`src/rtl/seg7_pkg.sv`:
```
// Shared seven-segment tables: active-low segment patterns, anode codes and digit helpers.
// Both the display encoder and the scan decoder import this package, so the two ends use one table.
package seg7_pkg;

   localparam logic [7:0] SEG_0     = 8'hC0;
   localparam logic [7:0] SEG_1     = 8'hF9;
   localparam logic [7:0] SEG_2     = 8'hA4;
   localparam logic [7:0] SEG_3     = 8'hB0;
   localparam logic [7:0] SEG_4     = 8'h99;
   localparam logic [7:0] SEG_5     = 8'h92;
   localparam logic [7:0] SEG_6     = 8'h82;
   localparam logic [7:0] SEG_7     = 8'hF8;
   localparam logic [7:0] SEG_8     = 8'h80;
   localparam logic [7:0] SEG_9     = 8'h90;
   localparam logic [7:0] SEG_A     = 8'h88;
   localparam logic [7:0] SEG_B     = 8'h83;
   localparam logic [7:0] SEG_C     = 8'hC6;
   localparam logic [7:0] SEG_D     = 8'hA1;
   localparam logic [7:0] SEG_E     = 8'h86;
   localparam logic [7:0] SEG_BLANK = 8'hFF;

   localparam logic [3:0] ANO_D0 = 4'b1110;
   localparam logic [3:0] ANO_D1 = 4'b1101;
   localparam logic [3:0] ANO_D2 = 4'b1011;
   localparam logic [3:0] ANO_D3 = 4'b0111;

   typedef logic [1:0] digit_t;

   // READY means the sampled bus has been stable long enough and not yet captured.
   typedef enum logic {SETTLING, READY} scan_state_t;

   function automatic logic ano_legal(input logic [3:0] ano);
      return (ano == ANO_D0) || (ano == ANO_D1) || (ano == ANO_D2) || (ano == ANO_D3);
   endfunction

   function automatic digit_t ano_digit(input logic [3:0] ano);
      digit_t d;
      d = 2'd0;
      case (ano)
         ANO_D1:  d = 2'd1;
         ANO_D2:  d = 2'd2;
         ANO_D3:  d = 2'd3;
         default: d = 2'd0;
      endcase
      return d;
   endfunction

endpackage

```
`src/rtl/seg7_pattern_decode.sv`:
```
// Combinational reverse lookup: active-low segment pattern to hex nibble.
// Blank decodes to F; any unknown pattern yields nibble 0 with invalid set.
module seg7_pattern_decode
   import seg7_pkg::*;
(
   input  logic [7:0] seg,
   output logic [3:0] nibble,
   output logic       invalid
);

   always_comb begin
      nibble  = 4'h0;
      invalid = 1'b0;
      case (seg)
         SEG_0:     nibble = 4'h0;
         SEG_1:     nibble = 4'h1;
         SEG_2:     nibble = 4'h2;
         SEG_3:     nibble = 4'h3;
         SEG_4:     nibble = 4'h4;
         SEG_5:     nibble = 4'h5;
         SEG_6:     nibble = 4'h6;
         SEG_7:     nibble = 4'h7;
         SEG_8:     nibble = 4'h8;
         SEG_9:     nibble = 4'h9;
         SEG_A:     nibble = 4'hA;
         SEG_B:     nibble = 4'hB;
         SEG_C:     nibble = 4'hC;
         SEG_D:     nibble = 4'hD;
         SEG_E:     nibble = 4'hE;
         SEG_BLANK: nibble = 4'hF;
         default: begin
            nibble  = 4'h0;
            invalid = 1'b1;
         end
      endcase
   end

endmodule

```
`src/rtl/seg7_scan_decoder.sv`:
```
// Watches a multiplexed active-low 4-digit display bus, captures each digit once it settles,
// and assembles the four decoded nibbles into a 16-bit frame.
module seg7_scan_decoder
   import seg7_pkg::*;
#(
   parameter int STABLE_CYCLES = 4,
   parameter int CNT_W         = $clog2(STABLE_CYCLES)
) (
   input  logic        clk,
   input  logic        rst_n,
   input  logic [7:0]  seg_in,
   input  logic [3:0]  ano_in,
   output logic [15:0] value,
   output logic        frame_valid,
   output logic        frame_err,
   output logic        pat_err
);

   localparam logic [CNT_W-1:0] CNT_MAX = CNT_W'(STABLE_CYCLES - 1);

   logic [7:0]       r_seg;
   logic [3:0]       r_ano;
   logic [CNT_W-1:0] cnt_reg;
   logic             taken_reg;
   logic [3:0]       seen_reg;
   logic [3:0]       bad_reg;
   logic [15:0]      shadow_reg;

   scan_state_t state;
   logic        cap;
   digit_t      dig;
   logic [3:0]  nibble;
   logic        invalid;
   logic [3:0]  sel;
   logic [3:0]  seen_upd;
   logic [3:0]  bad_upd;
   logic [15:0] merged;
   logic        frame_done;

   seg7_pattern_decode u_decode (
      .seg     (r_seg),
      .nibble  (nibble),
      .invalid (invalid)
   );

   always_comb begin
      state = SETTLING;
      if ((cnt_reg == CNT_MAX) && !taken_reg) begin
         state = READY;
      end
      cap = (state == READY) && ano_legal(r_ano);
      dig = ano_digit(r_ano);
   end

   // Per-digit view of the frame as it would look after this edge's capture.
   for (genvar gi = 0; gi < 4; gi++) begin : g_digit
      assign sel[gi]             = cap && (dig == digit_t'(gi));
      assign seen_upd[gi]        = seen_reg[gi] | sel[gi];
      assign bad_upd[gi]         = sel[gi] ? invalid : bad_reg[gi];
      assign merged[gi*4 +: 4]   = sel[gi] ? nibble : shadow_reg[gi*4 +: 4];
   end

   assign frame_done = cap && (seen_upd == 4'hF);

   // Any change on the bus restarts the settle window and re-arms capture.
   always_ff @(posedge clk or negedge rst_n) begin
      if (!rst_n) begin
         r_seg     <= 8'hFF;
         r_ano     <= 4'hF;
         cnt_reg   <= '0;
         taken_reg <= 1'b0;
      end else if ({seg_in, ano_in} != {r_seg, r_ano}) begin
         r_seg     <= seg_in;
         r_ano     <= ano_in;
         cnt_reg   <= '0;
         taken_reg <= 1'b0;
      end else begin
         if (cnt_reg != CNT_MAX) begin
            cnt_reg <= cnt_reg + 1'b1;
         end
         if (cap) begin
            taken_reg <= 1'b1;
         end
      end
   end

   always_ff @(posedge clk or negedge rst_n) begin
      if (!rst_n) begin
         value       <= '0;
         frame_valid <= 1'b0;
         frame_err   <= 1'b0;
         pat_err     <= 1'b0;
         seen_reg    <= '0;
         bad_reg     <= '0;
         shadow_reg  <= '0;
      end else begin
         pat_err     <= cap && invalid;
         frame_valid <= frame_done;
         if (frame_done) begin
            value     <= merged;
            frame_err <= |bad_upd;
            seen_reg  <= '0;
            bad_reg   <= '0;
         end else if (cap) begin
            shadow_reg <= merged;
            seen_reg   <= seen_upd;
            bad_reg    <= bad_upd;
         end
      end
   end

endmodule

```
`config.mk`:
```
export PLATFORM = sky130hd
export DESIGN_NAME = seg7_scan_decoder
export DESIGN_NICKNAME = d
export VERILOG_FILES = /design/src/rtl/seg7_pkg.sv /design/src/rtl/seg7_pattern_decode.sv /design/src/rtl/seg7_scan_decoder.sv
export SDC_FILE = /design/constraint.sdc
export NUM_CORES = 1
export LEC_CHECK = 0
export BUFFER_PORTS_ARGS = -buffer_cell sky130_fd_sc_hd__buf_2
export CAP_MARGIN = 40
export CORE_MARGIN = 3
export CORE_UTILIZATION = 62
export DETAILED_ROUTE_END_ITERATION = 12
export GPL_ROUTABILITY_DRIVEN = 0
export GPL_TIMING_DRIVEN = 0
export HOLD_SLACK_MARGIN = 0.08
export PLACE_DENSITY = 0.84
export SLEW_MARGIN = 0
export SYNTH_ARGS = -nofsm -noshare
export SYNTH_HDL_FRONTEND = slang
export SYNTH_SLANG_ARGS = --single-unit
```
`constraint.sdc`:
```
create_clock -name clk -period 6.1 [get_ports clk]
set_clock_uncertainty 0.05 [all_clocks]
set_input_delay 1.22 -clock clk [delete_from_list [all_inputs] [get_ports clk]]
set_output_delay 1.22 -clock clk [all_outputs]
set_load 0.1 [all_outputs]
```
==> summary.md, run 1 <==
| Metric | Value |
|---|---|
| Max cap viols | `0` |
| Crit path kind | `reg2reg` |
| Sw Ratio | `23.1%` |
| CTS sink count | `58` |
| Top_reg_cell synth | `dfrtp_1` |
| WP data required | `6.28 ns` |
| CP Cell Sequence | `clkbuf_1 -> nor2_1 -> a2bb2oi_1 -> a2bb2oi_1 -> o221ai_2 -> nand4b_1 -> o31ai_1` |
| Hold path endpoint | `value[2]` |
| Vias | `2267` |
| WP depth | `7` |
| Worst hold stages | `2` |
| Flop pwr share | `49.7%` |
| Post-CTS Setup Inserts | `0` |
| Ant diodes | `0` |
| First-pass GRT wire length | `9830 um` |
| Largest net degree at the start of global routing | `40` |
| Min-delay src | `value[2]` |
| Hpwl dp | `4280 um` |
| Antenna-violating nets left | `0` |
| Synth top area share | `39.3%` |
| I/O pin total | `33` |
| Post-synth top area cell | `dfrtp_1` |
| Final Cycle Share | `42.3%` |
| Worst path buffer plus inverter count | `1` |
| Yosys cell types | `51` |
| Vias in the first global route | `2144` |
| Worst vdd ir | `0.154 mV` |
| Initial DRT Pass Iterations | `4` |
| CTS tree | `done` |
| Internal | `0.611 mW` |
| Clk slew on worst S/H paths | `0.07 ns` |
| # H-tree levels | `3` |
| # setup viols final | `0` |
| Worst Setup End Kind | `flop` |
| Iteration-0 DRC Markers | `170` |
| Final core occ | `75.7%` |
| Flop-to-flop setup slack | `3.52 ns` |
| Post-Place Cells | `373` |
| Layout area overhead | `14.8%` |
| WHS | `0.421 ns` |
| Vias per cell | `5.83` |
| Hold Path Class | `reg2reg` |
| Latest clock arrival within the worst-skew pair | `0.33 ns` |
| Initial antenna violation count | `0` |
| Die Wd | `74.8 um` |
| Sequential share of the synthesized area | `50.0%` |
| Layout cells sized above 1 | `24.9%` |
| Hold buffer count at cts | `0` |
| Cts bufs inserted | `9` |
| Total Routing Usage GR | `23.6%` |
| Global route overflow | `0` |
| CTS max path bufs | `2` |
| Total wire length | `5980 um` |
| Post-synthesis average cell area | `10.2 sq um` |
| Critical Path Max Stage Delay | `0.53 ns` |
| Clk network pwr share | `43.6%` |
| Outcome | `completed` |
| Port bufs | `32` |
| Mapped Nets | `303` |
| Total core area | `4440 sq um` |
| Unrepaired setup endpoints after global routing | `no` |
| Clk root buf | `clkbuf_8` |
| Final critical-path required period | `2.58 ns` |
| FFs w/ async S/R, synth | `100%` |
| Layout Nets | `347` |
| Die area | `5590 sq um` |
| LEAKAGE | `1.56 nW` |
| Number of enable flip-flop cells after synthesis | `0` |
| # DRC | `0` |
| Die Y | `74.8 um` |
| #FFs+latches synth | `58` |
| Fillers | `298` |
| Switch Pwr | `0.183 mW` |
| Max Fclk | `0.387 GHz` |
| CP startpoint kind | `flop` |
| Row cnt | `24` |
| Worst slew pin tran | `0.845 ns` |
| Setup tns final | `0 ns` |
| Max_slew headroom | `43.2%` |
| Hold Violations, Final | `0` |
| Yosys warns | `0` |
| Worst r2r src | `r_seg[6]` |
| Initial Utilization | `65.9%` |
| CP max stage cell | `dfstp_2` |
| Cell Count, Final, Fillers Out | `389` |
| P per Cell Area | `236 nW/um^2` |
| Tot Pwr | `0.794 mW` |
| Final count of pins violating max slew | `0` |
| Post-cts resize count | `0` |
| R2r endpoint | `bad_reg[3]` |
| Mapped Area | `2930 sq um` |
| Worst EP arrival | `2.77 ns` |
| WL/cell | `15.4 um` |
| Top cells by area, synth | `dfrtp_1 39%, dfstp_2 11%, xor2_1 4.5%` |
| Worst-case reg-to-reg path depth | `7` |
| Comb pwr share | `6.7%` |
| CP Max Fanout | `10` |
| CP delay by family, top | `compound AO/OA/AOI/OAI gates` |
| Post-Synthesis Cells | `288` |
| Crit-path most repeated cell | `a2bb2oi_1` |
-- cell usage after synthesis, types with 3 or more instances --
cell        n
o22ai_1     4
buf_4       3
dfstp_2    12
a2bb2oi_1   4
buf_2       5
nor2b_1     3
nand4b_1    5
a21oi_1     9
nand2_1    21
o21ai_0    22
nand3_1     5
o31ai_1     4
mux2_2      8
a31oi_1     4
xor2_1     15
dfrtp_1    46
clkbuf_1   20
mux2i_1    12
inv_1       6
buf_1       3
nor2_1     25
nor4_1      5
mux2_1      8
-- power by group through the flow --
stage,logic (mW),clock network (mW),registers [mW]
4_1_cts,0.0537,0.349,0.395
5_1_grt,0.0603,0.366,0.395
2_1_floorplan,0.0320,0,0.400
6_report,0.0535,0.346,0.395
3_3_place_gp,0.0507,0,0.401
3_5_place_dp,0.0535,0,0.401
-- how the worst max path moves through the flow --
stage	end	from	slack (ns)
after floorplan	shadow_reg[1]	cnt_reg[0]	3.79
after global placement	bad_reg[0]	r_seg[6]	3.61
after detailed placement	shadow_reg[5]	r_ano[1]	3.57
after CTS	bad_reg[0]	r_seg[6]	3.56
after global routing	bad_reg[0]	r_seg[6]	3.26
final	bad_reg[3]	r_seg[6]	3.52
-- layout by cell type (no fill, tap or decap), types with 8 or more instances in the layout --
| cell type | n |
|---|---|
| nand2_1 | 21 |
| mux2i_1 | 12 |
| clkbuf_8 | 10 |
| clkbuf_1 | 23 |
| buf_2 | 37 |
| a21oi_1 | 9 |
| mux2_1 | 8 |
| mux2_2 | 8 |
| o21ai_0 | 22 |
| nor2_1 | 25 |
| dfrtp_1 | 46 |
| xor2_1 | 15 |
| dfstp_2 | 12 |
-- through the flow --
| step | area (sq um) | setup slack, ns |
|---|---|---|
| 3_3_place_gp | 3160 | 3.61 |
| 4_1_cts | 3360 | 3.56 |
| 6_report | 3360 | 3.52 |
| 2_1_floorplan | 2930 | 3.79 |
| 5_1_grt | 3360 | 3.26 |
| 3_5_place_dp | 3180 | 3.57 |
-- area by class of cell --
class / instances / area, sq um / share of cell area, %
flip-flops and latches: 58 / 1470 / 43.6
multi-input cells: 192 / 1300 / 38.8
repair buffers: 33 / 180 / 5.36
clock buffers: 13 / 149 / 4.43
plain buffers: 31 / 134 / 3.98
well taps: 52 / 65.1 / 1.93
clock inverters: 3 / 40.0 / 1.19
inverters: 7 / 26.3 / 0.781
-- cells by family (layout without fill, tap and decap cells) --
group / count (synthesis) / count (layout) / synth area share, %
AND/OR/NAND/NOR: 89 / 89 / 16.5
AO/OA/AOI/OAI: 58 / 58 / 12.5
flip-flops: 58 / 58 / 50.0
buffers and inverters: 38 / 87 / 5.46
multiplexers: 28 / 28 / 10.2
XOR/XNOR: 16 / 16 / 4.78
adder cells (fa/ha/maj): 1 / 1 / 0.427
-- worst min-delay path, cell delays in order, from the launching register on --
cell and delay [ns]:
dfrtp_1 0.34, nand2_1 0.04, o21ai_0 0.06
-- per-layer routing --
metal,vias up,global-route usage [%],share of wire [%]
met5,-,0,0
met4,0,14.4,3.0
met3,20,4.54,4.3
met2,59,36.5,48
met1,1085,30.8,44
li1,1103,-,-
(Power assumes the default switching activity.)
==> run 2, diff against run 1 <==
CORE_UTILIZATION = 58   (was 62)
PLACE_DENSITY = 0.79   (was 0.84)
clock period = 2.5 ns   (was 6.1 ns; I/O delays follow)
==> run 2 against run 1 <==
  * Clock-buffer cell count is 4 lower
  * Die area is 6.3% higher
  * Sequential share of layout area is 2.8 points lower
  * Clock power grew to 3.1 times the previous value
  * Sequential cell count stayed put
  * Global-route usage is 1.7 points lower
  * Final area is 7.0% higher
  * Maximum frequency is 4.0% higher
  * Wire length is 8.5% higher
  * Critical path depth is 1 higher
  * First-iteration DRC count is 7.1% lower
==> summary.md, run 2 (same netlist as run 1, synthesis figures left out) <==
| Metric | Value |
|---|---|
| Outcome | `completed` |
| Met3 Usage GRT | `6.10%` |
| WP data required | `2.68 ns` |
| Vias per cell | `5.74` |
| Worst slew pin tran | `0.891 ns` |
| LEAKAGE | `1.65 nW` |
| Row cnt | `25` |
| Met2 GRT Util | `36.0%` |
| CP Max Fanout | `7` |
| Die Y | `77.1 um` |
| Most common cell after layout, fill and taps aside | `dfrtp_1` |
| Largest net degree at the start of global routing | `39` |
| Final count of pins violating max slew | `0` |
| Die Wd | `77.1 um` |
| Global route overflow | `0` |
| Max cap viols | `0` |
| First-pass GRT wire length | `10300 um` |
| Max Fclk | `0.403 GHz` |
| Vias in the first global route | `2215` |
| Initial antenna violation count | `0` |
| Fillers | `322` |
| Max_slew headroom | `40.1%` |
| Layout Nets | `352` |
| Hold Path Class | `in2reg` |
| Total core area | `4820 sq um` |
| Total wire length | `6490 um` |
| GR Layer Usage met1 | `27.8%` |
| Die area | `5940 sq um` |
| Total Routing Usage GR | `21.9%` |
| CTS tree | `done` |
| Vias | `2346` |
| Global route hottest layer | `met2` |
| Unrepaired setup endpoints after global routing | `yes` |
| Area taken by multi-input logic gates | `1410 sq um` |
| Final core occ | `74.7%` |
| WL/cell | `15.9 um` |
| CTS max path bufs | `2` |
| Worst Setup End Kind | `flop` |
| # H-tree levels | `3` |
| I/O pin total | `33` |
| # DRC | `0` |
| Port bufs | `32` |
| Ant diodes | `0` |
| Clk slew on worst S/H paths | `0.07 ns` |
| Area post-placement | `3190 sq um` |
| Initial Utilization | `60.8%` |
| Storage cell area | `1470 sq um` |
| Layout area overhead | `22.8%` |
| Clk root buf | `clkbuf_8` |
| Final critical-path required period | `2.48 ns` |
| P per Cell Area | `607 nW/um^2` |
| Setup tns final | `0 ns` |
| CP startpoint kind | `flop` |
| Worst hold stages | `2` |
| Hold Violations, Final | `0` |
| Initial DRT Pass Iterations | `4` |
| Final Cycle Share | `99.3%` |
| Most frequent cells in the layout | `46 x dfrtp_1, 36 x buf_2, 25 x nor2_1, 22 x o21ai_0, 21 x nand2_1` |
| Worst vdd ir | `0.620 mV` |
| Hpwl dp | `4180 um` |
| # setup viols final | `0` |
| Latest clock arrival within the worst-skew pair | `0.34 ns` |
| Antenna-violating nets left | `0` |
| Crit path kind | `reg2reg` |
| Worst-case reg-to-reg path depth | `8` |
| Worst EP arrival | `2.66 ns` |
| Cts bufs inserted | `9` |
| Layout cells sized above 1 | `31.3%` |
| CTS sink count | `58` |
| Iteration-0 DRC Markers | `158` |
| Final Instance Area | `3600 sq um` |
-- run 2: cell types whose count changed in the layout (fill, tap and decap cells not counted), sizes merged --
cell,previous run,this run
dlygate4sd3,0,1
buf,44,49
clkbuf,33,28
bufinv,1,3
inv,7,9
-- run 2: report_power, final --
part	internal [mW]	switching, mW	total [mW]
clock	0.672	0.410	1.08
sequential	0.956	0.0106	0.967
combinational	0.0514	0.0847	0.136
-- run 2: metal layers --
layer | up-vias | wire (um)
li1 | 1109 | -
met1 | 1164 | 2760
met2 | 61 | 3370
met3 | 12 | 280
met4 | 0 | 81
met5 | - | 0
-- run 2: stage by stage --
| step | instances | power, mW | worst slack [ns] | hold WS (ns) |
|---|---|---|---|---|
| floorplan | 288 | 1.06 | 0.191 | 0.154 |
| global placement | 387 | 1.10 | -0.00377 | 0.410 |
| detailed placement | 388 | 1.11 | -0.0458 | 0.415 |
| CTS | 403 | 2.19 | 0.00293 | 0.286 |
| global route | 409 | 2.26 | -0.0694 | 0.280 |
| finish | 409 | 2.18 | 0.0178 | 0.293 |
-- run 2: area by class of cell --
cell class	instances	area share [%]
repair buffers	40	6.53
plain buffers	29	3.68
flip-flops and latches	58	40.7
multi-input cells	192	39.1
clock inverters	7	3.48
inverters	7	0.730
well taps	67	2.33
clock buffers	9	3.44
-- run 2: worst max-delay path, cell delays in order (launching register included) --
cell	delay [ns]
dfstp_2	0.51
buf_2	0.17
nand2_1	0.11
o41a_1	0.48
nor4_4	0.27
buf_4	0.19
nor2_1	0.06
and2_2	0.25
mux2_2	0.28
-- run 2: final timing paths --
path | start | endpoint | slack, ns
worst max-delay path | r_ano[2] | shadow_reg[9] | 0.02
worst min-delay path | seg_in[7] | r_seg[7] | 0.29
worst max register to register | r_ano[2] | shadow_reg[9] | 0.02
worst min register to register | value[10] | value[10] | 0.43
max in group asynchronous | rst_n | r_seg[7] | 1.16
min in group asynchronous | rst_n | cnt_reg[1] | 0.61
-- run 2: what timing repair did --
item                                    in CTS  in global routing
gates cloned                                 0                  0
endpoints found under the setup margin      13                 37
pin swaps                                    0                  6
hold buffers                                 1                  0
hold endpoints to repair                     9                  0
buffers inserted                             0                  6
gates resized for setup                      2                 22
==> run 3, diff against run 2 <==
PLACE_DENSITY = unset   (was 0.79)
PLACE_DENSITY_LB_ADDON = 0.25   (was unset)
==> run 3 against run 2 <==
  * Maximum frequency is 1.1% higher
  * First-iteration DRC count stayed put
  * Global-route usage is 0.57 points higher
  * Combinational power is 5% lower
  * Critical path depth is 1 higher
  * Largest power group is now registers
==> summary.md, run 3 (same netlist as run 1, synthesis figures left out) <==
| Metric | Value |
|---|---|
| Outcome | `completed` |
| Setup crit end | `shadow_reg[14]` |
| Antenna-violating nets left | `0` |
| Min-delay src | `seg_in[2]` |
| Worst vdd ir | `0.338 mV` |
| Max_slew headroom | `40.7%` |
| Row cnt | `25` |
| WL/cell | `15.4 um` |
| Worst Setup End Kind | `flop` |
| WP data required | `2.67 ns` |
| Tot Pwr | `1.92 mW` |
| Uppermost layer routed | `met4` |
| P per Cell Area | `540 nW/um^2` |
| Die area | `5940 sq um` |
| # H-tree levels | `3` |
| Total Routing Usage GR | `22.5%` |
| Worst-case reg-to-reg path depth | `9` |
| Initial DRT Pass Iterations | `4` |
| Metal-1 WL | `2900 um` |
| Most common cell after layout, fill and taps aside | `dfrtp_1` |
| Unrepaired setup endpoints after global routing | `yes` |
| Final critical-path required period | `2.46 ns` |
| Routed wl met2 | `3040 um` |
| Vias in the first global route | `2299` |
| Largest net degree at the start of global routing | `40` |
| Port bufs | `32` |
| Die Y | `77.1 um` |
| Total core area | `4820 sq um` |
| Layout area overhead | `21.5%` |
| # DRC | `0` |
| Global route overflow | `0` |
| Final count of pins violating max slew | `0` |
| CTS sink count | `58` |
| CP Max Fanout | `7` |
| Max Fclk | `0.407 GHz` |
| Iteration-0 DRC Markers | `158` |
| First-pass GRT wire length | `10700 um` |
| Clk slew on worst S/H paths | `0.07 ns` |
| Worst EP arrival | `2.62 ns` |
| I/O pin total | `33` |
| Fillers | `366` |
| Worst slew pin tran | `0.882 ns` |
| WHS | `0.308 ns` |
| Ant diodes | `0` |
| Die Wd | `77.1 um` |
| Vias | `2351` |
| CTS tree | `done` |
| Cts bufs inserted | `9` |
| Crit path from | `cnt_reg[0]` |
| Hold Path Class | `in2reg` |
| LEAKAGE | `1.62 nW` |
| Layout Nets | `353` |
| CTS max path bufs | `2` |
| Crit path kind | `reg2reg` |
| CP startpoint kind | `flop` |
| Initial antenna violation count | `0` |
| Most frequent cells in the layout | `46 x dfrtp_1, 36 x buf_2, 25 x nor2_1, 22 x o21ai_0, 20 x nand2_1` |
| Initial Utilization | `60.8%` |
| Layout cells sized above 1 | `32.1%` |
| Total wire length | `6330 um` |
| # setup viols final | `0` |
| Hpwl dp | `4280 um` |
| Hold Violations, Final | `0` |
| Flop-to-flop setup slack | `0.04 ns` |
| Vias per cell | `5.73` |
| WL met3 | `285 um` |
| Max cap viols | `0` |
| R2r endpoint | `shadow_reg[14]` |
| Worst r2r src | `cnt_reg[0]` |
| Final Cycle Share | `98.2%` |
| Clk root buf | `clkbuf_8` |
| Latest clock arrival within the worst-skew pair | `0.33 ns` |
-- run 3: changes by cell type in the layout (fill, tap and decap cells not counted), sizes merged --
cell      change
clkinv        +2
bufinv        -2
buf           +3
clkinvlp      +1
clkbuf        -1
inv           -2
-- run 3: worst min-delay path by stage --
stage | end | cells after the start
floorplan | bad_reg[0] | 0
global placement | value[13] | 2
detailed placement | value[5] | 2
CTS | r_seg[2] | 2
global route | r_ano[2] | 2
finish | r_seg[2] | 2
-- run 3: layout make-up --
cell class	instances	area [sq um]	area share [%]
inverter	7	28.8	0.808
clock inverter	6	57.6	1.62
multi-input combinational	192	1400	39.4
sequential	58	1470	41.2
clock buffer	10	128	3.59
timing repair buffer	43	258	7.24
buffer	27	135	3.80
tap	67	83.8	2.36
-- run 3: report_power, final --
group | total [mW] | leakage (nW) | switching, mW | internal [mW]
sequential | 0.971 | 0.769 | 0.0139 | 0.957
clock | 0.822 | 0.0958 | 0.369 | 0.453
combinational | 0.129 | 0.755 | 0.0795 | 0.0499
-- run 3: worst max-delay path, cell delays in order, from the launching register on --
cell and delay (ns):
dfrtp_1 0.37, ha_2 0.18, buf_6 0.12, nand2_2 0.06, o41a_1 0.47, nor4_4 0.35, buf_4 0.19, or2_4 0.16
nor2_4 0.06, mux2_1 0.33
-- run 3: timing repair --
item | in CTS | in global routing
resized for setup | 2 | 31
setup buffers | 0 | 9
pin swaps | 0 | 4
hold buffers | 1 | 0
endpoints found under the setup margin | 13 | 41
hold endpoints to repair | 8 | 0
-- run 3: metal layers --
metal  up-vias  track usage, %
met5         -               0
li1       1110               -
met4         0            9.07
met1      1154            29.6
met3        15            5.05
met2        72            36.1
-- run 3: stage by stage --
stage | utilization, % | worst slack, ns | TNS (ns) | cell area [sq um] | std cells
after detailed placement | 66.3 | -0.0480 | -0.373 | 3190 | 388
after floorplan | - | 0.191 | 0 | 2930 | 288
final | 73.9 | 0.0449 | 0 | 3560 | 410
after CTS | 70.4 | 0.00540 | 0 | 3390 | 404
after global placement | 65.9 | 0.0183 | 0 | 3170 | 387
after global routing | 73.9 | -0.0595 | -0.435 | 3560 | 410
